File: config.mk
export PLATFORM = sky130hd
export DESIGN_NAME = mod_counter
export DESIGN_NICKNAME = d
export VERILOG_FILES = /design/src/rtl/mod_counter_pkg.sv /design/src/rtl/mod_counter_next.sv /design/src/rtl/mod_counter.sv
export SDC_FILE = /design/constraint.sdc
export NUM_CORES = 1
export LEC_CHECK = 0
export CELL_PAD_IN_SITES_DETAIL_PLACEMENT = 2
export CELL_PAD_IN_SITES_GLOBAL_PLACEMENT = 2
export CORE_ASPECT_RATIO = 1.2
export CORE_UTILIZATION = 37
export DETAILED_ROUTE_END_ITERATION = 16
export GPL_TIMING_DRIVEN = 0
export PLACE_DENSITY = 0.95
export SETUP_SLACK_MARGIN = 0.3
export SYNTH_ARGS = -nofsm -noshare
export SYNTH_HDL_FRONTEND = slang
export SYNTH_SLANG_ARGS = --single-unit
File: constraint.sdc
create_clock -name clk -period 10.5 [get_ports clk]
set_clock_uncertainty 0.2 [all_clocks]
set_input_delay 3.15 -clock clk [delete_from_list [all_inputs] [get_ports clk]]
set_output_delay 3.15 -clock clk [all_outputs]
set_load 0.01 [all_outputs]
File: src/rtl/mod_counter_pkg.sv
// mod_counter_pkg: terminal-behaviour modes and step clamp shared by the modulo counter.
package mod_counter_pkg;
  typedef enum logic [1:0] {
    MODE_WRAP    = 2'b00,
    MODE_SAT     = 2'b01,
    MODE_ONESHOT = 2'b10
  } mode_t;

  function automatic logic [63:0] eff_step(input logic [63:0] step, input logic [63:0] limit);
    return step > limit ? limit : step;
  endfunction
endpackage

File: src/rtl/mod_counter_next.sv
// mod_counter_next: combinational next-count and terminal-event detection for one enabled step.
module mod_counter_next
  import mod_counter_pkg::*;
#(
  parameter int SIZE   = 8,
  parameter int STEP_W = 4
) (
  input  logic [SIZE-1:0]   count,
  input  logic [SIZE-1:0]   modulus,
  input  logic [STEP_W-1:0] step,
  input  logic              up_down,
  input  logic [1:0]        mode,
  output logic [SIZE-1:0]   next_count,
  output logic              terminal
);
  localparam int W = (SIZE > STEP_W ? SIZE : STEP_W) + 1;
  logic [W-1:0] c, m, m1, s, sum, n;
  logic over, wrap;
  // Widened so modulus+1 and count+step never lose a carry.
  always_comb begin
    c          = W'(count);
    m          = W'(modulus);
    m1         = m + W'(1);
    s          = W'(eff_step(64'(step), 64'(m1)));
    sum        = c + s;
    over       = c > m;
    wrap       = mode != MODE_SAT && mode != MODE_ONESHOT;
    terminal   = over || (up_down ? sum > m : c < s);
    n          = !terminal ? (up_down ? sum : c - s)
               : wrap ? (over ? '0 : up_down ? sum - m1 : c + m1 - s)
               : (over || up_down) ? m : '0;
    next_count = SIZE'(n);
  end
endmodule

File: src/rtl/mod_counter.sv
// mod_counter: up/down counter with runtime modulus, step and wrap/saturate/one-shot behaviour.
module mod_counter
  import mod_counter_pkg::*;
#(
  parameter int SIZE   = 8,
  parameter int STEP_W = 4
) (
  input  logic              clk,
  input  logic              reset,
  input  logic              enable,
  input  logic              up_down,
  input  logic              clear,
  input  logic              load_en,
  input  logic [SIZE-1:0]   load,
  input  logic [SIZE-1:0]   modulus,
  input  logic [STEP_W-1:0] step,
  input  logic [1:0]        mode,
  output logic [SIZE-1:0]   count,
  output logic              pulse,
  output logic              done
);
  logic [SIZE-1:0] next_count;
  logic terminal, advance;

  mod_counter_next #(.SIZE(SIZE), .STEP_W(STEP_W)) u_next (
    .count(count), .modulus(modulus), .step(step), .up_down(up_down), .mode(mode),
    .next_count(next_count), .terminal(terminal)
  );

  assign advance = enable && step != '0 && !done;

  always_ff @(posedge clk or negedge reset)
    if (!reset) begin
      count <= '0;
      pulse <= 1'b0;
      done  <= 1'b0;
    end else if (clear) begin
      count <= '0;
      pulse <= 1'b0;
      done  <= 1'b0;
    end else if (load_en) begin
      count <= load > modulus ? modulus : load;
      pulse <= 1'b0;
      done  <= 1'b0;
    end else if (advance) begin
      count <= next_count;
      pulse <= terminal;
      done  <= terminal && mode == MODE_ONESHOT;
    end else
      pulse <= 1'b0;
endmodule
Word-level counts from Yosys, hierarchy flattened
Cells that the tools add are included.
{"block": "totals", "register_bits": 10, "in_bits": 28, "output_inout_bits": 10, "word_cells": 44}
{"block": "op_classes", "add_sub_neg": 6, "n_lt_le_gt_ge": 5, "eq_ne": 3, "muxes": 18, "reduce_logical": 9}
{"cell": "8-bit two-way mux", "n": 10}
{"cell": "8-bit subtractor", "n": 3}
{"cell": "8-bit greater-than comparator", "n": 2}
{"cell": "8-bit by 1-bit adder with 9-bit output, second input constant", "n": 1}
{"cell": "8-bit by 9-bit adder with 9-bit output", "n": 1}
{"cell": "4-bit by 9-bit greater-than comparator with 1-bit output", "n": 1}
{"cell": "9-bit by 8-bit greater-than comparator with 1-bit output", "n": 1}
{"cell": "8-bit by 9-bit less-than comparator with 1-bit output", "n": 1}
{"cell": "9-bit two-way mux", "n": 1}
{"cell": "8-bit adder", "n": 1}
{"cell": "1-bit two-way mux", "n": 7}
{"cell": "1-bit logical AND", "n": 4}
{"cell": "4-bit nonzero test", "n": 1}
{"cell": "3-bit nonzero test", "n": 1}
{"cell": "2-bit equality test, second input constant", "n": 1}
{"cell": "1-bit logical OR", "n": 2}
{"cell": "2-bit by 1-bit != test with 1-bit output, second input constant", "n": 1}
{"cell": "2-bit != test, second input constant", "n": 1}
{"cell": "1-bit zero test", "n": 1}

Logic depth before layout (Yosys ltp)
Gate-level depths: netlist of the first run.
{"block": "depth", "depth_word": 12, "ltp_mapped": 27, "ltp_nobuf": 26}

Cells and area by module
From an unflattened synthesis of the first run, not the netlist that was laid out.
{"block": "hier_totals", "hier_cells": 414, "hier_area_um2": 3324.4}
{"mod": "mod_counter_next", "n_inst": 1, "cells_per_inst": 324, "area_per_inst_um2": 2472.4, "seq_area_each_um2": 0.0}
{"mod": "mod_counter", "n_inst": 1, "cells_per_inst": 90, "area_per_inst_um2": 852.1, "seq_area_each_um2": 250.2}

Least setup slack after synthesis of the first run
Ideal clock, no wire load.
{"block": "synth_timing", "kind": "in2reg", "start": "input modulus[0]", "end": "register count[2]", "setup_ns": 0.104, "t_arrival_ns": 7.872, "t_required_ns": 10.196, "slack_ns": 2.324, "path_stages": 26, "n_path_buf": 1, "path_cell_list": "ha_1 -> inv_1 -> ha_1 -> maj3_1 -> maj3_2 -> a32oi_1 -> nor2_2 -> mux2i_1 -> ha_1 -> inv_1 -> fa_1 -> nor2b_1 -> o311a_1 -> nor2_1 -> o21ai_0 -> xnor2_1 -> ha_1 -> a21o_1 -> a21oi_1 -> a211o_1 -> a31o_2 -> nand4_1 -> buf_2 -> o211ai_1 -> o211ai_1 -> a221oi_1"}
{"block": "synth_between", "elab_chain_len": 12, "word_cells_on_any_way": 25, "classes_between": "add/sub (6); order compare (5); mux (12); reduce/logical (2)"}
{"item": "start, declared", "line": "mod_counter.sv:15", "rtl": "input logic [SIZE-1:0] modulus,"}
{"item": "8-bit by 1-bit adder with 9-bit output", "line": "mod_counter_next.sv:23", "rtl": "m1 = m + W'(1);"}
{"item": "4-bit by 9-bit greater-than comparator with 1-bit output", "line": "mod_counter_pkg.sv:10", "rtl": "return step > limit ? limit : step;"}
{"item": "9-bit two-way mux", "line": "mod_counter_pkg.sv:10"}
{"item": "8-bit by 9-bit adder with 9-bit output", "line": "mod_counter_next.sv:25", "rtl": "sum = c + s;"}
{"item": "8-bit subtractor", "line": "mod_counter_next.sv:30", "rtl": ": wrap ? (over ? '0 : up_down ? sum - m1 : c + m1 - s)"}
{"item": "8-bit two-way mux (3 in series)", "line": "mod_counter_next.sv:30"}
{"item": "8-bit two-way mux", "line": "mod_counter_next.sv:29", "rtl": "n = !terminal ? (up_down ? sum : c - s)"}
{"item": "8-bit two-way mux", "line": "mod_counter.sv:45", "rtl": "end else if (advance) begin"}
{"item": "8-bit two-way mux (*)", "line": "mod_counter.sv:41", "rtl": "end else if (load_en) begin"}
{"item": "8-bit two-way mux (*)", "line": "mod_counter.sv:37", "rtl": "end else if (clear) begin"}
{"item": "end signal, assigned", "line": "mod_counter.sv:42", "rtl": "count <= load > modulus ? modulus : load;"}
{"item": "end signal, assigned", "line": "mod_counter.sv:46", "rtl": "count <= next_count;"}
{"item": "end, declared", "line": "mod_counter.sv:18", "rtl": "output logic [SIZE-1:0] count,"}
Every way passes the cells marked *; elsewhere a longest branch is shown, timed or not. The select of a mux whose other input is x is not followed.
A chain may end at the register's enable or synchronous reset.

Worst setup path in the final report of the first run
Same ends and word-level chain as after synthesis.

==> results of run 1 <==
==> flip-flops by register name (all words and copies together), names as in the netlist <==
signal / flops
count: 8
done: 1
pulse: 1
==> cell type report <==
type                       count  share of cell area, %
multi-input combinational    355                   73.2
timing repair buffer          36                   9.52
sequential                    10                   6.61
inverter                      42                   4.17
tap                          114                   3.77
clock buffer                   4                   1.45
buffer                        12                   1.26
==> worst paths after layout <==
kind | to | slack, ns
worst max-delay path | count[2] | 0.44
max in group asynchronous | count[2] | 6.73
worst min-delay path | done | 0.38
min in group asynchronous | count[7] | 3.04
worst min register to register | done | 0.38
worst max register to register | count[2] | 5.63
==> per-layer routing <==
metal | vias to the layer above | wire length (um) | track usage [%]
met3 | 56 | 441 | 1.83
li1 | 1574 | - | -
met5 | - | 0 | 0
met4 | 0 | 794 | 20.8
met2 | 97 | 7200 | 58.0
met1 | 1743 | 5590 | 35.6
==> synthesized netlist by cell type, types with 3 or more instances <==
cell,n
nor2b_1,5
o21ai_0,17
clkbuf_1,10
fa_1,10
o21a_1,6
dfrtp_1,10
nand3_1,12
a21o_1,5
o31ai_1,3
nor2_1,32
ha_1,58
or2_2,4
nand2_1,24
a221oi_1,4
nand2b_1,3
xor2_1,8
xnor2_1,22
o221ai_1,3
inv_1,40
mux2i_1,6
a21oi_1,30
nand4_1,7
a211oi_1,8
a31oi_1,5
a211o_1,3
o211ai_1,8
nor3_1,15
==> critical path: stages <==
cell and delay, ns:
clkdlybuf4s50_1 0.66, ha_2 0.54, inv_1 0.10, ha_1 0.19, maj3_1 0.36, maj3_2 0.33
a32oi_1 0.22, nor2_2 0.11, mux2i_2 0.30, ha_1 0.24, inv_1 0.08, fa_1 0.46
nor2b_1 0.19, o311a_1 0.20, nor2_1 0.05, o21ai_0 0.25, xnor2_1 0.25, ha_1 0.33
a21o_1 0.17, a21oi_1 0.26, a211o_1 0.18, a31o_2 0.13, nand4_1 0.28, buf_2 0.33
o211ai_1 0.13, o211ai_1 0.16, a221oi_1 0.34
==> stage by stage <==
stage               power (mW)  worst slack (ns)  hold WS, ns  cells
floorplan                0.334              2.32        0.368    419
global placement         0.438             0.626        0.336    569
detailed placement       0.478             0.135        0.362    569
CTS                      0.532             0.391        0.380    573
global route             0.577             0.230        0.399    573
finish                   0.543             0.440        0.379    573
==> power by group through the flow <==
stage          combinational, mW  sequential (mW)  clock, mW
2_1_floorplan              0.281           0.0530          0
3_3_place_gp               0.383           0.0550          0
3_5_place_dp               0.422           0.0560          0
4_1_cts                    0.426           0.0554     0.0510
5_1_grt                    0.469           0.0560     0.0522
6_report                   0.437           0.0558     0.0503
==> kinds of logic (layout without fill, tap and decap cells) <==
group	Yosys count	count (layout)	synth area share (%)
and+or+nand+nor	119	119	18.8
AOI/OAI and AO/OA	114	114	24.4
adders and majority gates	71	71	30.3
buffers and inverters	54	94	6.49
xor gates and xnor gates	31	31	8.83
DFF	10	10	7.92
muxes	9	9	3.09
other	2	11	0.238
==> results.ini, run 1 <==
[global_routing]
grt_max_degree = 11
grt_pass1_wl_mm = 21.0
grt_usage_pct = 31.6
antenna_found_initial = 0
grt_pass1_vias = 3882
grt_overflow = 0

[clock_tree]
clk_pin_slew_worst_paths_ns = 0.05
post_cts_buffers = 0
holdBufCountCts = 0
clk_path_buf_depth = 2
cts.sinks = 10
htreeDepth = 1
cts_buffers = 3
cts_resized = 0
worstSkewPairLatency_ns = 0.24
root_buffer = clkbuf_8
cts_tree = yes

[critical_path]
ff2ff_path_depth = 17
start_kind = input pin
criticalPathCategory = input pin to flop
critPathCaptureType = flop
worstPathRequired_ns = 10.43
r2r-start = count[1]
crit_path_start = modulus[0]
cp_max_fo = 10
cp.arrival_ns = 9.99

[placed_design]
routabilityCongestion = 0.863
hpwl_mm = 11.8
port_buffers = 36
placed_area_um2 = 3700

[synth]
seq_area_frac_synth_pct = 7.92
synthCells = 410
async_flop_share_pct = 100
synth.top_cell.area_share_pct = 23.0
synth_top_cell_by_area = ha_1
syn_area_per_cell_um2 = 7.71
synth_edf_count = 0
synth_flop_cell = dfrtp_1
synth.distinct_cells = 64
ys_ff_latch = 10
syn_area_um2 = 3160
synth_warnings = 0
synth_area_leaders = ha_1 (23%), dfrtp_1 (7.9%), fa_1 (6.3%)

[min_path]
hold_start = done
whs_path_depth = 1
hp-class = flop to flop

[power_and_ir_drop]
pwr-share-clk_pct = 9.3
internal_power_mw = 0.251
leakage_nw = 1.71
irDropWorstVdd_mv = 0.112
p_per_area_nw_per_um2 = 144
power_switching_mw = 0.292
seqPwrFrac_pct = 10.3
switching_share_pct = 53.7
comb_power_share_pct = 80.5

[timing]
final-hold-violation-count = 0
period_share_pct = 95.8
min_period_ns = 10.06
clock.fmax_ghz = 0.0994
worst_slew_pin_slew_ns = 0.847
maxSlewViolCount = 0
relSlewSlack_pct = 43.2
finalSetupViolCount = 0
tns_ns = 0
rsz0062_at_grt = false

[detailed_routing]
ant_nets = 0
dr_total_vias = 3470
wl_per_cell_um = 24.5
drc = 0
first_iter_violations = 158
viasPerCell = 6.06
routed_wl_mm = 14.0
first_pass_iters = 4

[final_layout]
seq_area_um2 = 250
fill_cells = 971
drive_gt1_share_pct = 5.88
num-nets-final = 556
final_common_cell = ha_1
antenna_cells = 0
layout_common_cells = ha_1 (57), inv_1 (40), clkdlybuf4s50_1 (36)
multi_input_area_um2 = 2770
post-route-util_pct = 46.2
final_area_um2 = 3780
area_growth_pct = 19.8

[floorplanning]
die_w_um = 86.4
dieArea_um2 = 8920
io_pins = 38
row_count = 36
start_util_pct = 38.6
coreArea_um2 = 8200
dieHeight_um = 103

[status]
status = completed

[run]
max_cap_viol_count = 0

(Power assumes the default switching activity.)
==> run 2, diff against run 1 <==
Settings changed: SKIP_LAST_GASP from default to 1.
==> results of run 2 <==
No change in the layout: final DEF, timing and power equal those of run 1.
==> run 3, diff against run 2 <==
Settings changed: SLEW_MARGIN from default to 20.
==> results of run 3 <==
No change in the layout: final DEF, timing and power equal those of run 1.
